===== src/rtl/mips_pkg.sv =====
// Shared types and constants for the MEM-stage SRAM sequencer.
package mips_pkg;

   localparam int WORD_W = 32;
   localparam int HALF_W = 16;

   typedef enum logic [1:0] {
      IDLE = 2'd0,
      LO   = 2'd1,
      HI   = 2'd2,
      DONE = 2'd3
   } state_t;

   typedef enum logic {
      OP_RD = 1'b0,
      OP_WR = 1'b1
   } op_t;

   // A simultaneous read+write request is resolved as a write.
   function automatic op_t decode_op(input logic mem_write);
      return mem_write ? OP_WR : OP_RD;
   endfunction

endpackage


===== src/rtl/sram_mem_sequencer_if.sv =====
// Bundle of pipeline-side request/response and SRAM pad signals for the sequencer.
interface sram_mem_sequencer_if #(
   parameter int SRAM_AW = 18
);
   import mips_pkg::*;

   logic               mem_read;
   logic               mem_write;
   logic [WORD_W-1:0]  addr;
   logic [WORD_W-1:0]  wdata;
   logic [WORD_W-1:0]  rdata;
   logic               freeze;
   logic [SRAM_AW-1:0] sram_addr;
   logic [HALF_W-1:0]  sram_dq_out;
   logic               sram_dq_oe;
   logic [HALF_W-1:0]  sram_dq_in;
   logic               sram_we_n;
   logic               sram_oe_n;

   modport master (
      output mem_read, mem_write, addr, wdata, sram_dq_in,
      input  rdata, freeze, sram_addr, sram_dq_out, sram_dq_oe, sram_we_n, sram_oe_n
   );

   modport slave (
      input  mem_read, mem_write, addr, wdata, sram_dq_in,
      output rdata, freeze, sram_addr, sram_dq_out, sram_dq_oe, sram_we_n, sram_oe_n
   );

endinterface


===== src/rtl/sram_mem_sequencer_half.sv =====
// Timer and strobe generator for one 16-bit half access; reused for the LO and HI halves.
module sram_half_access
   import mips_pkg::*;
#(
   parameter int ACC_CYCLES = 2
) (
   input  logic clk,
   input  logic rst_n,
   input  logic run,
   input  op_t  op,
   output logic last,
   output logic we_n,
   output logic oe_n,
   output logic dq_oe
);

   localparam int CNT_W = (ACC_CYCLES > 1) ? $clog2(ACC_CYCLES) : 1;
   localparam logic [CNT_W-1:0] CNT_LAST = CNT_W'(ACC_CYCLES - 1);

   logic [CNT_W-1:0] cnt;

   // Cleared on the last cycle so the next half starts from zero.
   always_ff @(posedge clk or negedge rst_n) begin
      if (!rst_n) begin
         cnt <= '0;
      end else if (!run || last) begin
         cnt <= '0;
      end else begin
         cnt <= cnt + CNT_W'(1);
      end
   end

   assign last  = run && (cnt == CNT_LAST);
   // we_n releases on the last cycle so address and data are held past the write edge.
   assign we_n  = !(run && (op == OP_WR) && !last);
   assign oe_n  = !(run && (op == OP_RD));
   assign dq_oe = run && (op == OP_WR);

endmodule


===== src/rtl/sram_mem_sequencer.sv =====
// Splits each 32-bit load/store into low-then-high 16-bit SRAM accesses and freezes the pipeline meanwhile.
module sram_mem_sequencer
   import mips_pkg::*;
#(
   parameter int ACC_CYCLES = 2,
   parameter int SRAM_AW    = 18
) (
   input logic                 clk,
   input logic                 rst_n,
   sram_mem_sequencer_if.slave bus
);

   state_t             state;
   state_t             next_state;
   op_t                op;
   logic [SRAM_AW-2:0] word_addr;
   logic [WORD_W-1:0]  wdata_lat;
   logic [WORD_W-1:0]  rdata_q;
   logic [SRAM_AW-1:0] sram_addr_c;
   logic [HALF_W-1:0]  dq_out_c;
   logic               req;
   logic               start;
   logic               run;
   logic               last;
   logic               addr_unused;

   assign req         = bus.mem_read | bus.mem_write;
   assign start       = (state == IDLE) && req;
   assign run         = (state == LO) || (state == HI);
   assign addr_unused = ^{bus.addr[WORD_W-1:SRAM_AW+1], bus.addr[1:0]};

   sram_half_access #(
      .ACC_CYCLES(ACC_CYCLES)
   ) u_half (
      .clk  (clk),
      .rst_n(rst_n),
      .run  (run),
      .op   (op),
      .last (last),
      .we_n (bus.sram_we_n),
      .oe_n (bus.sram_oe_n),
      .dq_oe(bus.sram_dq_oe)
   );

   always_ff @(posedge clk or negedge rst_n) begin
      if (!rst_n) begin
         state <= IDLE;
      end else begin
         state <= next_state;
      end
   end

   // A dropped request lets the current half finish, then abandons the word without DONE.
   always_comb begin
      next_state = state;
      unique case (state)
         IDLE: if (req) next_state = LO;
         LO:   if (last) next_state = req ? HI : IDLE;
         HI:   if (last) next_state = req ? DONE : IDLE;
         DONE: next_state = IDLE;
         default: next_state = IDLE;
      endcase
   end

   always_comb begin
      sram_addr_c = '0;
      dq_out_c    = '0;
      unique case (state)
         LO: begin
            sram_addr_c = {word_addr, 1'b0};
            dq_out_c    = wdata_lat[HALF_W-1:0];
         end
         HI: begin
            sram_addr_c = {word_addr, 1'b1};
            dq_out_c    = wdata_lat[WORD_W-1:HALF_W];
         end
         default: begin
            sram_addr_c = '0;
            dq_out_c    = '0;
         end
      endcase
   end

   always_ff @(posedge clk or negedge rst_n) begin
      if (!rst_n) begin
         op <= OP_RD;
      end else if (start) begin
         op <= decode_op(bus.mem_write);
      end
   end

   always_ff @(posedge clk) begin
      if (start) begin
         word_addr <= bus.addr[SRAM_AW:2];
         wdata_lat <= bus.wdata;
      end
   end

   always_ff @(posedge clk or negedge rst_n) begin
      if (!rst_n) begin
         rdata_q <= '0;
      end else if (last && (op == OP_RD)) begin
         if (state == LO) begin
            rdata_q[HALF_W-1:0] <= bus.sram_dq_in;
         end else begin
            rdata_q[WORD_W-1:HALF_W] <= bus.sram_dq_in;
         end
      end
   end

   assign bus.sram_addr   = sram_addr_c;
   assign bus.sram_dq_out = dq_out_c;
   assign bus.rdata       = rdata_q;
   // Dropping freeze in DONE lets EXE/MEM advance exactly once per word.
   assign bus.freeze      = req && (state != DONE);

endmodule


===== src/flat_wrapper.sv =====
// flat-port wrapper written by rule: the top's interface ports become plain ports
module sram_mem_sequencer_flat import mips_pkg::*;
#(
   parameter int ACC_CYCLES = 2,
   parameter int SRAM_AW    = 18
)
  (clk, rst_n, bus_mem_read, bus_mem_write, bus_addr, bus_wdata, bus_sram_dq_in, bus_rdata, bus_freeze, bus_sram_addr, bus_sram_dq_out, bus_sram_dq_oe, bus_sram_we_n, bus_sram_oe_n);
  sram_mem_sequencer_if #(.SRAM_AW(SRAM_AW)) bus_i ();
  input logic clk;
  input logic rst_n;
  input wire logic [$bits(bus_i.mem_read)-1:0] bus_mem_read;
  input wire logic [$bits(bus_i.mem_write)-1:0] bus_mem_write;
  input wire logic [$bits(bus_i.addr)-1:0] bus_addr;
  input wire logic [$bits(bus_i.wdata)-1:0] bus_wdata;
  input wire logic [$bits(bus_i.sram_dq_in)-1:0] bus_sram_dq_in;
  output wire logic [$bits(bus_i.rdata)-1:0] bus_rdata;
  output wire logic [$bits(bus_i.freeze)-1:0] bus_freeze;
  output wire logic [$bits(bus_i.sram_addr)-1:0] bus_sram_addr;
  output wire logic [$bits(bus_i.sram_dq_out)-1:0] bus_sram_dq_out;
  output wire logic [$bits(bus_i.sram_dq_oe)-1:0] bus_sram_dq_oe;
  output wire logic [$bits(bus_i.sram_we_n)-1:0] bus_sram_we_n;
  output wire logic [$bits(bus_i.sram_oe_n)-1:0] bus_sram_oe_n;
  assign bus_i.mem_read = bus_mem_read;
  assign bus_i.mem_write = bus_mem_write;
  assign bus_i.addr = bus_addr;
  assign bus_i.wdata = bus_wdata;
  assign bus_i.sram_dq_in = bus_sram_dq_in;
  assign bus_rdata = bus_i.rdata;
  assign bus_freeze = bus_i.freeze;
  assign bus_sram_addr = bus_i.sram_addr;
  assign bus_sram_dq_out = bus_i.sram_dq_out;
  assign bus_sram_dq_oe = bus_i.sram_dq_oe;
  assign bus_sram_we_n = bus_i.sram_we_n;
  assign bus_sram_oe_n = bus_i.sram_oe_n;
  sram_mem_sequencer #(.ACC_CYCLES(ACC_CYCLES), .SRAM_AW(SRAM_AW)) u_core (.clk(clk), .rst_n(rst_n), .bus(bus_i));
endmodule

===== config.mk =====
export PLATFORM = sky130hd
export DESIGN_NAME = sram_mem_sequencer_flat
export DESIGN_NICKNAME = d
export VERILOG_FILES = /design/src/rtl/mips_pkg.sv /design/src/rtl/sram_mem_sequencer_if.sv /design/src/rtl/sram_mem_sequencer_half.sv /design/src/rtl/sram_mem_sequencer.sv /design/src/flat_wrapper.sv
export SDC_FILE = /design/constraint.sdc
export NUM_CORES = 1
export LEC_CHECK = 0
export CAP_MARGIN = 30
export CORE_ASPECT_RATIO = 0.7
export CORE_MARGIN = 2
export CORE_UTILIZATION = 44
export CTS_CLUSTER_DIAMETER = 120
export DETAILED_ROUTE_END_ITERATION = 8
export PLACE_DENSITY = 0.84
export SLEW_MARGIN = 20
export SYNTH_ARGS = -nofsm -noshare
export SYNTH_HDL_FRONTEND = slang
export SYNTH_SLANG_ARGS = --single-unit

===== constraint.sdc =====
create_clock -name clk -period 5.2 [get_ports clk]
set_input_delay 1.04 -clock clk [delete_from_list [all_inputs] [get_ports clk]]
set_output_delay 1.04 -clock clk [all_outputs]
set_load 0.05 [all_outputs]

Word level (Yosys, flattened, before mapping)
Cells that the tools add are included.

operators by class
  eq/ne operators = 7
  $add $sub $neg = 1
  muxes and demuxes = 10
  reductions and logical operators = 17
  bitwise operators = 3

operators with widths
  cell                 count
  $pmux 18 s2          1
  $pmux 16 s2          1
  $mux 2               5
  $pmux 2 s4           1
  $logic_and 1x1->1    7
  $ne 2x1->1 const B   3
  $eq 2x2->1 const B   2
  $logic_not 1->1      4
  $reduce_and 2->1     2
  $reduce_and 3->1     1
  $eq 2x1->1 const B   1
  $logic_not 2->1      1
  $logic_or 1x1->1     2
  $mux 1               2
  $ne 2x2->1 const B   1
  $not 1->1            2
  $add 1x1->1 const B  1
  $or 1x1->1           1

storage, ports and cells
  logic and storage cells = 45
  register bits = 85
  input bits = 84

Depth between registers and ports, before layout
  depth after elaboration = 6
  mapped depth = 6
  mapped depth without buffers = 5

Hierarchy
From an unflattened synthesis, not the netlist that was laid out.

second synthesis, totals
  cell total of the unflattened synthesis = 202
  area, all modules = 3345.7 sq um

modules (own cells, without submodules)
  module              area each (sq um)  instances  cells each
  sram_mem_sequencer  3284.4             1          196
  sram_half_access    61.3               1          6

Worst setup path before layout
No wires, ideal clock.

  kind = input-to-reg
  start point = input port bus_mem_write
  end point = register u_core.wdata_lat[0], enable pin
  library setup time = 0.462 ns
  data arrival time = 3.320 ns
  cell stages on the path = 2
  path slack = 1.418 ns
  data required time = 4.738 ns
  path through = nor2_1 -> nor2b_1

between the ends
  longest elaborated chain between the ends = 2

RTL lines
  item                  RTL line                  source
  from (decl)           flat_wrapper.sv:12        input wire logic [$bits(bus_i.mem_write)-1:0] bus_mem_write;
  $or 1x1->1            sram_mem_sequencer.sv:27  assign req = bus.mem_read | bus.mem_write;
  $logic_and 1x1->1     sram_mem_sequencer.sv:28  assign start = (state == IDLE) && req;
  via u_core.start      sram_mem_sequencer.sv:22  logic start;
  to (signal assigned)  sram_mem_sequencer.sv:95  wdata_lat <= bus.wdata;
  to (decl)             sram_mem_sequencer.sv:17  logic [WORD_W-1:0] wdata_lat;

The timed path passes the listed nets, and every way through them passes these cells.
A chain may end at the register's enable or synchronous reset.

Final worst setup path
  start point = register u_core.state[1]
  end point = output port bus_sram_addr[9]

between the ends
  longest elaborated chain between the ends = 2

RTL lines
  item                                             RTL line                  source
  from (decl)                                      sram_mem_sequencer.sv:13  state_t state;
  from (signal assigned)                           sram_mem_sequencer.sv:49  state <= next_state;
  $eq 2x2->1 / $eq 2x1->1 (equally long branches)  sram_mem_sequencer.sv:68  unique case (state)
  $pmux 18 s2 *                                    sram_mem_sequencer.sv:68
  to (decl)                                        flat_wrapper.sv:18        output wire logic [$bits(bus_i.sram_addr)-1:0] bus_sram_addr;

Every way passes the cells marked *; elsewhere a longest branch is shown, timed or not.

==> results.md <==
- Outcome: completed
- Final net count: 439
- Post CTS Setup Buffer Count: 0
- Worst min path class: reg -> reg
- Number of global-route vias before repair: 2420
- Post-cts resize count: 0
- Die X: 109 um
- Worst Skew: approximately 0.011 ns
- Placed cells: roughly 440
- Final setup violation count: 0
- Vias: 2223
- CTS Buffer Depth: 2
- RSZ-0062 raised after global routing: false
- Wire per inst: 17.4 um
- Slew of the pin with the lowest slew margin: 0.910 ns
- Net Count, Synth: ~290
- Area growth syn-to-layout: 50.6%
- Warnings from Yosys: 0
- Htree depth: 3
- Die H: 77.2 um
- Setup crit start kind: flip-flop
- Final critical-path share of the clock period: 0.737
- Starting DRT DRC Count: 91
- Final WL: 7870 um
- Total CTS buffers: 9
- Clk sink count: 85
- Clk root buf: clkbuf_8
- Critical Path RT: 4.16 ns
- Netlist cell types: 27
- Placement Rows: 26
- Syn Inst Count: ~200
- CP endpoint kind: output port
- Max-slew violations: 0
- # Max-Cap Violations: 0
- Initial antenna violation count: 0
- DR pass1 iterations: 5
- Worst setup path class: reg -> out
- Worst slack, placed: around 1.5 ns
- Clock latency on the worst-skew pair: 0.34 ns
- Worst setup margin: 1.37 ns
- Vias per cell: 4.92
- Mapped Area: 0.00337 mm2
- Diode count: 0
- Avg Inst Size Synth: 16.5 um2
- Number of synthesized register bits: 85
- First-pass GRT wire length: 12400 um
- Post-route ant nets: 0
- CTS tree: yes
- Die area: 0.00838 mm2
- Dpl hpwl: about 5700 um
- Hold Vio Cnt, Final: 0
- Hold-fix buffers, CTS: 0
- Grt ovf: 0
- I/O pins: 154
- Fmax: 0.261 GHz
- Ys async rst share: 0.424
- DRC viols: 0
- Post-synth EDFFs: 49
- Share of cells above drive strength 1: 0.158
- Crit-path max FO: 16
- Starting Density: 0.458
- Finished Layout Cells: 452
- Top FF cell, synth: edfxtp_1
- Setup TNS: 0 ns
- Slew margin rel.: 0.392
- Placer congestion estimate: 0.760
- Largest net degree at the start of global routing: 37
- Reg clk slew, reported paths: 0.08 ns
- Sequential share of the synthesized area: 0.705
- Port Buf Inserts: around 140
- Post-layout min period: 3.83 ns
- Core ar.: ~0.0074 mm2
- Critical path arrival: 2.79 ns
- Total track usage: 0.198
-- cell usage after synthesis, drive strengths merged (2+ instances only) --
master	n	area, um2
buf	3	37.5
edfxtp	49	1470
mux2	32	360
a22oi	16	120
nand2	2	7.51
clkbuf	6	22.5
ha	6	75.1
a21boi	2	15.0
inv	3	11.3
and2	17	106
nor2	2	7.51
dfrtp	36	901
nor2b	17	106
-- worst max-delay path: stages (launching register included) --
cell,delay (ns)
dfrtp_1,0.43
inv_1,0.15
ha_1,0.45
o21a_1,0.41
and2_1,0.19
clkdlybuf4s50_1,0.82
-- path summary, 6_finish.rpt --
path,startpoint,endpoint,cells after the start,slack (ns)
max in group asynchronous,rst_n,u_core.bus.rdata[0],2,3.76
worst min-delay path,u_core.bus.rdata[12],u_core.bus.rdata[12],1,0.51
worst max-delay path,u_core.state[1],bus_sram_addr[9],5,1.37
min in group asynchronous,rst_n,u_core.bus.rdata[19],2,1.12
worst min register to register,u_core.bus.rdata[12],u_core.bus.rdata[12],1,0.51
worst max register to register,u_core.state[0],u_core.bus.rdata[22],6,2.67
-- flip-flops by register name (all words and copies together) (netlist names) --
signal and flops:
u_core.state 2, u_core.word_addr 17, u_core.op 1, u_core.wdata_lat 32, u_core.bus.rdata 32, u_core.u_half.cnt 1
-- final cells by class --
type	count	area [um2]
flip-flops and latches	85	2370
fillers	540	2280
repair buffers	143	1420
multi-input cells	107	931
clock buffers	10	128
well taps	98	123
clock inverters	6	87.6
inverters	3	11.3
-- layer usage --
layer / vias up / GRT usage / share of wire
met5: - / 0 / 0
met4: 0 / 0.0679 / 0.020
met3: 14 / 0.0553 / 0.051
met2: 76 / 0.333 / 0.52
met1: 1098 / 0.245 / 0.41
li1: 1035 / - / -
-- metrics by stage --
step	cell area, um2	hold slack (ns)	utilization
finish	5070	0.507	0.690
global route	5070	0.529	0.690
CTS	5070	0.511	0.690
detailed placement	4860	0.492	0.660
global placement	4860	0.486	0.660
floorplan	3370	0.507	-
-- cell usage in the layout (no fill, tap or decap), drive strengths merged, types with 2 or more instances in the layout --
cell type      instances
clkdlybuf4s50        138
edfxtp                49
dfrtp                 36
mux2                  32
and2                  17
nor2b                 17
a22oi                 16
clkbuf                10
ha                     6
buf                    5
inv                    3
nor2                   2
nand2                  2
a21boi                 2
bufinv                 2
clkinvlp               2
clkinv                 2
-- kinds of logic after synthesis --
logic type / after synthesis / synth area share
AND/OR/NAND/NOR: 43 / 0.0840
multiplexers: 33 / 0.110
AO/OA/AOI/OAI: 25 / 0.0580
adder cells (fa/ha/maj): 6 / 0.0223
buffers and inverters: 12 / 0.0212
flip-flops: 85 / 0.705
Power is left out: the tool's default activity adds up to more than one toggle a clock period on the data nets, which glitch-free logic cannot reach.
